[config.mk]
export PLATFORM = sky130hd
export DESIGN_NAME = al_accel_config_loader_flat
export DESIGN_NICKNAME = d
export VERILOG_FILES = /design/src/rtl/al_accel_config_loader_pkg.sv /design/src/rtl/al_accel_config_loader_if.sv /design/src/rtl/al_accel_config_loader.sv /design/src/flat_wrapper.sv
export SDC_FILE = /design/constraint.sdc
export NUM_CORES = 1
export LEC_CHECK = 0
export CAP_MARGIN = 20
export CORE_MARGIN = 1.5
export CORE_UTILIZATION = 49
export DETAILED_ROUTE_END_ITERATION = 16
export PLACE_DENSITY = 0.85
export REMOVE_ABC_BUFFERS = 1
export SYNTH_ARGS = -nofsm -noshare
export SYNTH_HDL_FRONTEND = slang
export SYNTH_SLANG_ARGS = --single-unit
[constraint.sdc]
create_clock -name clk -period 6.2 [get_ports clk]
set_clock_uncertainty 0.2 [all_clocks]
set_input_delay 1.24 -clock clk [delete_from_list [all_inputs] [get_ports clk]]
set_output_delay 1.24 -clock clk [all_outputs]
set_load 0.01 [all_outputs]
[src/rtl/al_accel_config_loader_pkg.sv]
// Shared definitions for the accelerator config loader and the config
// register block it writes.
//   NUM_REGS   : number of config registers (valid sel 0..NUM_REGS-1)
//   SEL_W      : width of config_sel / first_sel / reg_count
//   CFG_DATA_W : width of a config word
//   state_t    : loader FSM states
package al_accel_cfg_pkg;
  localparam int NUM_REGS   = 11;
  localparam int SEL_W      = 4;
  localparam int CFG_DATA_W = 32;
  localparam int CFG_SEL_W  = SEL_W;

  typedef enum logic [2:0] {
    ST_IDLE,
    ST_REQ,
    ST_WAIT,
    ST_WRITE,
    ST_DONE
  } state_t;
endpackage

[src/rtl/al_accel_config_loader_if.sv]
// Memory-read and config-write bus between the loader and its neighbours.
//   mem_req_valid/ready/addr : read request (loader -> fabric)
//   mem_rsp_valid/data       : read response (fabric -> loader)
//   config_data/sel/wen      : config register write (loader -> reg block)
// master = loader side, slave = fabric / register-block side.
interface al_accel_config_loader_if #(
  parameter int ADDR_W = 32,
  parameter int SEL_W  = al_accel_cfg_pkg::CFG_SEL_W
);
  logic                                  mem_req_valid;
  logic                                  mem_req_ready;
  logic [ADDR_W-1:0]                     mem_req_addr;
  logic                                  mem_rsp_valid;
  logic [al_accel_cfg_pkg::CFG_DATA_W-1:0] mem_rsp_data;
  logic [al_accel_cfg_pkg::CFG_DATA_W-1:0] config_data;
  logic [SEL_W-1:0]                      config_sel;
  logic                                  config_wen;

  modport master (
    output mem_req_valid, mem_req_addr, config_data, config_sel, config_wen,
    input  mem_req_ready, mem_rsp_valid, mem_rsp_data
  );

  modport slave (
    input  mem_req_valid, mem_req_addr, config_data, config_sel, config_wen,
    output mem_req_ready, mem_rsp_valid, mem_rsp_data
  );
endinterface

[src/rtl/al_accel_config_loader.sv]
// DMA-style config loader: on start, reads reg_count consecutive words from
// base_addr and writes each to config register first_sel+i, then pulses done.
// Ports:
//   clk, resetn          : clock, async active-low reset
//   start, abort         : load request / cancel
//   base_addr, first_sel,
//   reg_count            : load descriptor, sampled on start
//   busy, done, err      : status (done/err are one-cycle pulses)
//   bus (master)         : memory read request/response + config write
module al_accel_config_loader #(
  parameter int NUM_REGS = al_accel_cfg_pkg::NUM_REGS,
  parameter int SEL_W    = al_accel_cfg_pkg::SEL_W,
  parameter int ADDR_W   = 32
) (
  input  logic              clk,
  input  logic              resetn,
  input  logic              start,
  input  logic              abort,
  input  logic [ADDR_W-1:0] base_addr,
  input  logic [SEL_W-1:0]  first_sel,
  input  logic [SEL_W-1:0]  reg_count,
  output logic              busy,
  output logic              done,
  output logic              err,
  al_accel_config_loader_if.master bus
);
  import al_accel_cfg_pkg::*;

  localparam logic [SEL_W:0] NUM_REGS_W = (SEL_W+1)'(NUM_REGS);

  state_t                state_q, state_d;
  logic [ADDR_W-1:0]     base_q;
  logic [SEL_W-1:0]      first_q, count_q, idx_q, sel_q;
  logic [CFG_DATA_W-1:0] data_q;
  logic                  err_q;
  logic                  range_bad, last_word;
  logic                  req_valid, cfg_wen;

  // Range check one bit wider so first_sel+reg_count cannot wrap past NUM_REGS.
  assign range_bad = (reg_count == '0) ||
                     (({1'b0, first_sel} + {1'b0, reg_count}) > NUM_REGS_W);
  assign last_word = (SEL_W'(idx_q + 1'b1) == count_q);

  // State register
  always_ff @(posedge clk or negedge resetn) begin
    if (!resetn) state_q <= ST_IDLE;
    else         state_q <= state_d;
  end

  // Next-state logic
  always_comb begin
    state_d = state_q;
    unique case (state_q)
      ST_IDLE:  if (start) state_d = range_bad ? ST_DONE : ST_REQ;
      ST_REQ:   if (abort) state_d = ST_IDLE;
                else if (bus.mem_req_ready) state_d = ST_WAIT;
      ST_WAIT:  if (abort) state_d = ST_IDLE;
                else if (bus.mem_rsp_valid) state_d = ST_WRITE;
      ST_WRITE: if (abort) state_d = ST_IDLE;
                else state_d = last_word ? ST_DONE : ST_REQ;
      ST_DONE:  state_d = ST_IDLE;
      default:  state_d = ST_IDLE;
    endcase
  end

  // Datapath: descriptor latch, word index, captured word. config_sel/data
  // only change on the edge into WRITE, so they hold between writes.
  always_ff @(posedge clk or negedge resetn) begin
    if (!resetn) begin
      base_q  <= '0;
      first_q <= '0;
      count_q <= '0;
      idx_q   <= '0;
      sel_q   <= '0;
      data_q  <= '0;
      err_q   <= 1'b0;
    end else begin
      unique case (state_q)
        ST_IDLE: if (start) begin
          base_q  <= base_addr & ~ADDR_W'(3);
          first_q <= first_sel;
          count_q <= reg_count;
          err_q   <= range_bad;
          idx_q   <= '0;
        end
        ST_WAIT: if (bus.mem_rsp_valid && !abort) begin
          data_q <= bus.mem_rsp_data;
          sel_q  <= first_q + idx_q;
        end
        ST_WRITE: idx_q <= idx_q + 1'b1;
        default: ;
      endcase
    end
  end

  // Output logic. A write already in WRITE goes out even with abort; done/err
  // are suppressed by abort so a cancelled load never reports completion.
  always_comb begin
    busy      = (state_q != ST_IDLE);
    req_valid = (state_q == ST_REQ);
    cfg_wen   = (state_q == ST_WRITE);
    done      = (state_q == ST_DONE) && !abort;
    err       = done && err_q;
  end

  assign bus.mem_req_valid = req_valid;
  assign bus.mem_req_addr  = base_q + ADDR_W'({idx_q, 2'b00});
  assign bus.config_wen    = cfg_wen;
  assign bus.config_sel    = sel_q;
  assign bus.config_data   = data_q;
endmodule
[src/flat_wrapper.sv]
// flat-port wrapper written by rule: the top's interface ports become plain ports
module al_accel_config_loader_flat import al_accel_cfg_pkg::*;
#(
  parameter int NUM_REGS = al_accel_cfg_pkg::NUM_REGS,
  parameter int SEL_W    = al_accel_cfg_pkg::SEL_W,
  parameter int ADDR_W   = 32
)
  (clk, resetn, start, abort, base_addr, first_sel, reg_count, busy, done, err, bus_mem_req_valid, bus_mem_req_addr, bus_config_data, bus_config_sel, bus_config_wen, bus_mem_req_ready, bus_mem_rsp_valid, bus_mem_rsp_data);
  al_accel_config_loader_if #(.ADDR_W(ADDR_W), .SEL_W(SEL_W)) bus_i ();
  input  logic clk;
  input  logic resetn;
  input  logic start;
  input  logic abort;
  input  logic [ADDR_W-1:0] base_addr;
  input  logic [SEL_W-1:0] first_sel;
  input  logic [SEL_W-1:0] reg_count;
  output logic busy;
  output logic done;
  output logic err;
  output wire logic [$bits(bus_i.mem_req_valid)-1:0] bus_mem_req_valid;
  output wire logic [$bits(bus_i.mem_req_addr)-1:0] bus_mem_req_addr;
  output wire logic [$bits(bus_i.config_data)-1:0] bus_config_data;
  output wire logic [$bits(bus_i.config_sel)-1:0] bus_config_sel;
  output wire logic [$bits(bus_i.config_wen)-1:0] bus_config_wen;
  input wire logic [$bits(bus_i.mem_req_ready)-1:0] bus_mem_req_ready;
  input wire logic [$bits(bus_i.mem_rsp_valid)-1:0] bus_mem_rsp_valid;
  input wire logic [$bits(bus_i.mem_rsp_data)-1:0] bus_mem_rsp_data;
  assign bus_mem_req_valid = bus_i.mem_req_valid;
  assign bus_mem_req_addr = bus_i.mem_req_addr;
  assign bus_config_data = bus_i.config_data;
  assign bus_config_sel = bus_i.config_sel;
  assign bus_config_wen = bus_i.config_wen;
  assign bus_i.mem_req_ready = bus_mem_req_ready;
  assign bus_i.mem_rsp_valid = bus_mem_rsp_valid;
  assign bus_i.mem_rsp_data = bus_mem_rsp_data;
  al_accel_config_loader #(.NUM_REGS(NUM_REGS), .SEL_W(SEL_W), .ADDR_W(ADDR_W)) u_core (.clk(clk), .resetn(resetn), .start(start), .abort(abort), .base_addr(base_addr), .first_sel(first_sel), .reg_count(reg_count), .busy(busy), .done(done), .err(err), .bus(bus_i));
endmodule
==> results.ini, run 1 <==
[run_status]
status = finished clean

[clocking]
cts_tree = yes
max-clock-path-buffers = 2
clock_sinks = 82
cts-root-buf = clkbuf_8
clk_pin_slew_ns = 0.09
post_cts_resized = 0
post-cts-setup-buffers = 0
cts_hold_buf = 0
cts_buffers = 9
htreeDepth = 3
insertion_delay_ns = 0.34

[logic_synthesis]
ys.flop_type = dfrtp_1
ys_ff_latch = 82
netlist_instances = 345
ys_seq_area_share_pct = 49.18
synthDistinctLibCells = 44
synthesis.yosys.warnings = 0
async_flop_share_pct = 100.0
avgSynthCellArea_um2 = 12.09
synth_top_area_cell = dfrtp_1
synth_area_mm2 = 0.004173
synth-edff-count = 0
yosysTopAreaCellShare_pct = 49.18
ys_top_cells_by_area = dfrtp_1, mux2_2, xnor2_1

[die]
initial_core_util_pct = 50.78
fp.coreArea_mm2 = 0.008217
std_cell_rows = 33
io_pins = 151
die_y_um = 95.28
die_x_um = 95.28
dieArea_mm2 = 0.009078

[finish]
final_area_mm2 = 0.005947
final_cells = 602
num_antenna_cells = 0
syn2layout_area_growth_pct = 42.52
drive_above_1_share_pct = 18.71
final_common_cell = clkdlybuf4s50_1
nNetsFinal = 585
fill_cells = 561
final_util_pct = 72.38
final_cell_mix = clkdlybuf4s50_1, dfrtp_1, mux2_2, xnor2_1, nand2_1

[sta]
fin_setup_tns_ns = 0
hold_violations = 0
relSlewSlack_pct = 39.08
fmax_ghz = 0.2118
finalCritPeriodShare_pct = 76.17
maxSlewViolCount = 0
finalSetupViolCount = 0
tightest_slew_ns = 0.9127
fin_crit_ns = 4.722
hold_slack_ns = 0.2916
rsz0062_at_grt = false

[place]
post-place-cells = 584
dp_hpwl_um = 7077
placed_area_mm2 = 0.005687
port_buffers = 146
routabilityCongestion = 0.8140

[global_route]
grt_max_degree = 83
grt_usage_pct = 22.23
grt_first_pass_wirelength_um = 15390
grt-ovfl-total = 0
antenna_found_initial = 0
grt_pass1_vias = 3316

[worst_setup_path]
timing.rr.end = u_core.bus.config_data[17]
r2r_slack_ns = 3.81
r2r_cells = 3
crit_cells = 8
critPathLaunchType = register
critPathMaxStageDelay_ns = 0.59
cp.required_ns = 4.76
crit_arrival_ns = 3.28
end_kind = output pin
cpMaxStageDelayCell = a211oi_1
cp_num_buf_inv = 2
crit_family = adder cells
r2r_start = u_core.state_q[0]
cp_cell_sequence = ha_1 > inv_1 > fa_1 > nand2b_1 > a211oi_1 > nand4_1 > xnor2_1 > clkdlybuf4s50_1
crit_type = reg2out
crit_fanout = 7

[detailed_routing]
wl_met3_um = 1079
totalWireLength_um = 9680
dr.pass1.iters = 4
drtAntennaViolNets = 0
highest_layer = met4
vias_per_cell = 5.324
vias = 3205
wl_met1_um = 3917
routedWlPerCell_um = 16.08
drc = 0
route.met2.wl_um = 4549
drtIter0Drc = 107

[run]
cap_viol_max_count = 0

[min_path]
min_to = u_core.bus.config_data[17]
min_path_cells = 1
holdCritPathClass = reg2reg
worstHoldStart = u_core.bus.config_data[17]

[power]
power.leakage_nw = 2.540
irDropWorstVdd_uv = 259.1
power-per-cell-area_mw_per_mm2 = 358.7

-- layer usage --
layer  GRT usage (%)  vias to the layer above
li1                -                     1504
met1           26.44                     1542
met2           35.64                      148
met3           10.13                       11
met4           7.463                        0
met5               0                        -
-- logic make-up after synthesis --
kind of cell               share of synthesized area [%]
DFF                                                49.18
and+or+nand+nor                                    11.57
xor gates and xnor gates                           7.676
AOI/OAI and AO/OA                                  4.318
adders and majority gates                          5.037
buffers and inverters                              3.538
muxes                                              18.59
other                                            0.08987
-- through the flow --
stage	power, W	worst slack, ns
final	0.002133	1.478
after floorplan	0.001241	-0.3090
after global routing	0.002259	1.279
after CTS	0.002150	1.466
after detailed placement	0.001711	1.889
after global placement	0.001676	1.871
-- power by group --
group	switching (W)	internal, W	total [W]
sequential	0.000146	0.000712	0.000859
clock	0.000202	0.000229	0.000431
combinational	0.000319	0.000524	0.000843
-- cells in the mapped netlist, types with 3 or more instances --
cell,n
dfrtp_1,82
mux2_2,67
xnor2_1,29
nand2_1,17
nand3_1,16
o21ai_0,14
inv_1,13
nor2_1,13
ha_1,12
nand4_1,11
a21oi_1,7
buf_4,7
and3_1,5
xor2_1,5
and2_1,4
buf_2,4
fa_1,3
nor4b_1,3
o31ai_1,3
-- sequential cells by signal (all words and copies together), names as in the netlist --
signal	flops
u_core.bus.config_sel	4
u_core.base_q	30
u_core.err_q	1
u_core.bus.config_data	32
u_core.idx_q	4
u_core.state_q	3
u_core.count_q	4
u_core.first_q	4
-- area by class of cell --
cell class | count | area, um^2 | area share, %
Sequential cell | 82 | 2052 | 34.50
Tap cell | 105 | 131.4 | 2.209
Clock buffer | 9 | 123.9 | 2.083
Inverter | 13 | 48.80 | 0.8205
Multi-Input combinational cell | 237 | 1988 | 33.43
Clock inverter | 7 | 101.3 | 1.704
Timing Repair Buffer | 149 | 1501 | 25.25
-- how the worst max path moves through the flow --
| stage | start | end | slack, ns |
|---|---|---|---|
| floorplan | start | u_core.base_q[10] | -0.31 |
| detailed placement | u_core.idx_q[0] | bus_mem_req_addr[24] | 1.89 |
| finish | u_core.idx_q[0] | bus_mem_req_addr[24] | 1.48 |
| CTS | u_core.idx_q[0] | bus_mem_req_addr[24] | 1.47 |
| global route | u_core.idx_q[0] | bus_mem_req_addr[24] | 1.28 |
| global placement | u_core.idx_q[0] | bus_mem_req_addr[24] | 1.87 |
No activity file was read; power rests on OpenSTA's default activity.
==> run 2: changes to the inputs <==
- CORE_UTILIZATION: 49 -> 41
- PLACE_DENSITY: 0.85 -> 0.75
- clock period: 6.2 -> 3.8 ns (I/O delays scaled with it)
==> results.ini, run 2 (same netlist as run 1, synthesis figures left out) <==
[detailed_routing]
totalWireLength_um = 9589  ; -0.94%
drtIter0Drc = 100  ; -6.5%
vias = 3186  ; -0.59%
routedWlPerCell_um = 15.12  ; -5.9%
dr.pass1.iters = 4  ; unchanged
drc = 0  ; unchanged
drtAntennaViolNets = 0  ; unchanged
vias_per_cell = 5.025  ; -5.6%

[sta]
hold_slack_ns = 0.1648  ; -0.1268 ns
relSlewSlack_pct = 39.30  ; +0.22 points
tightest_slew_ns = 0.9094  ; -0.003338 ns
finalSetupViolCount = 0  ; unchanged
maxSlewViolCount = 0  ; unchanged
fmax_ghz = 0.2748
fin_crit_ns = 3.639
finalCritPeriodShare_pct = 95.75
hold_violations = 0  ; unchanged

[worst_setup_path]
end_kind = output pin
cp.required_ns = 2.84  ; -1.92 ns
r2r_start = u_core.state_q[0]
cp_cell_sequence = ha_1 > inv_1 > fa_1 > nand2b_1 > a21oi_1 > buf_4 > nand3_1 > xnor2_1 > clkdlybuf4s50_1
critPathLaunchType = register
crit_fanout = 8  ; +1
r2r_cells = 3  ; unchanged
cpMaxStageDelayCell = clkdlybuf4s50_1
critPathMaxStageDelay_ns = 0.55  ; -0.04 ns
timing.rr.end = u_core.bus.config_data[17]
crit_arrival_ns = 2.68  ; -0.60 ns
r2r_slack_ns = 1.45  ; -2.36 ns
crit_type = reg2out

[clocking]
insertion_delay_ns = 0.35  ; about the same
cts-root-buf = clkbuf_8
clk_pin_slew_ns = 0.08  ; about the same
cts_tree = yes
cts_buffers = 9  ; unchanged
htreeDepth = 3  ; unchanged
max-clock-path-buffers = 2  ; unchanged
clock_sinks = 82  ; unchanged

[global_route]
antenna_found_initial = 0  ; unchanged
grt_max_degree = 83  ; unchanged
grt-ovfl-total = 0  ; unchanged
grt_usage_pct = 18.41  ; -3.8 points
grt_first_pass_wirelength_um = 16010  ; +4.0%
grt_pass1_vias = 3356  ; +1.2%

[die]
std_cell_rows = 36  ; +9.1%
initial_core_util_pct = 42.49  ; -8.3 points
die_y_um = 103.9  ; +9.0%
fp.coreArea_mm2 = 0.009819  ; +20%
dieArea_mm2 = 0.01079  ; +19%
die_x_um = 103.9  ; +9.0%
io_pins = 151  ; unchanged

[power]
irDropWorstVdd_uv = 313.8  ; +21%
power-per-cell-area_mw_per_mm2 = 557.8  ; +55%
power.leakage_nw = 2.618  ; +3.1%
total_power_w = 0.003349  ; +57%

[finish]
final_util_pct = 61.14  ; -11 points
final_area_mm2 = 0.006003  ; +0.95%
num_antenna_cells = 0  ; unchanged
nNetsFinal = 589  ; +0.68%
drive_above_1_share_pct = 19.76  ; +1.0 points
largest_reg_flops = 32  ; unchanged
final_cells = 634  ; +5.3%
syn2layout_area_growth_pct = 43.87
final_common_cell = clkdlybuf4s50_1
final_cell_mix = clkdlybuf4s50_1, dfrtp_1, mux2_2, xnor2_1, nand2_1

[place]
port_buffers = 146  ; unchanged
placed_area_mm2 = 0.005752  ; +1.1%
dp_hpwl_um = 6979  ; -1.4%
routabilityCongestion = 0.7950  ; -2.3%
post-place-cells = 616  ; +5.5%

[run]
cap_viol_max_count = 0  ; unchanged

[min_path]
holdCritPathClass = in2async

[run_status]
status = finished clean

==> run 2: changes by cell type in the layout (fill, tap and decap cells not counted), moves of 2 or more <==
cell             previous run  this run
buf_4                       3         7
bufinv_16                   2         0
clkdlybuf4s50_1           145       137
dlymetal6s2s_1              0         7
==> run 2: final cells by class <==
class	instances	area (um^2)
clock buffer	10	137.6
clock inverter	6	50.05
fill	841	3816
inverter	13	48.80
multi-input combinational	237	2001
sequential	82	2052
tap	133	166.4
timing repair buffer	153	1548
==> run 2: critical path, delay by kind of cell (launching register included) <==
family	cells	cell delay (ns)
AND/OR/NAND/NOR	2	0.30
flip-flops	1	0.36
adder cells (fa/ha/maj)	2	0.56
buffers and inverters	3	0.79
AO/OA/AOI/OAI	1	0.16
XOR/XNOR	1	0.16
==> run 2: through the flow <==
stage / worst slack, ns / setup TNS [ns]
finish: 0.1614 / 0
global route: -0.02151 / -0.02151
CTS: 0.008626 / 0
detailed placement: 0.3025 / 0
global placement: 0.3640 / 0
floorplan: -2.229 / -96.29
==> run 2: worst max path at each step <==
stage	startpoint	to	slack, ns	cells after the start
final	u_core.idx_q[0]	bus_mem_req_addr[20]	0.16	9
after global routing	u_core.idx_q[0]	bus_mem_req_addr[20]	-0.02	9
after floorplan	start	u_core.base_q[10]	-2.23	2
after CTS	u_core.idx_q[0]	bus_mem_req_addr[30]	0.009	9
after global placement	u_core.idx_q[1]	bus_mem_req_addr[24]	0.36	8
after detailed placement	u_core.idx_q[1]	bus_mem_req_addr[24]	0.30	8
==> run 2: where the power goes <==
part	leakage (nW)	total [W]	switching, W	internal [W]
clock network	0.0895	0.000596	0.000334	0.000262
logic	1.50	0.00136	0.000513	0.000849
registers	1.03	0.00139	0.000230	0.00116
==> run 2: per-layer routing <==
metal	track usage [%]	up-vias	part of all wire (%)
li1	-	1517	-
met1	22.35	1525	42
met2	30.23	126	47
met3	6.391	18	8.8
met4	6.944	0	2.0
met5	0	-	0
==> run 2: timing repair <==
item,CTS,global route
buffers inserted,1,0
endpoints found under the setup margin,5,7
pin swaps,0,1
gates resized for setup,1,9
hold buffers,0,0
==> run 3: changes to the inputs <==
- CTS_CLUSTER_DIAMETER: default -> 40
==> results of run 3 <==
Final layout, timing and power as in run 2 (identical DEF).
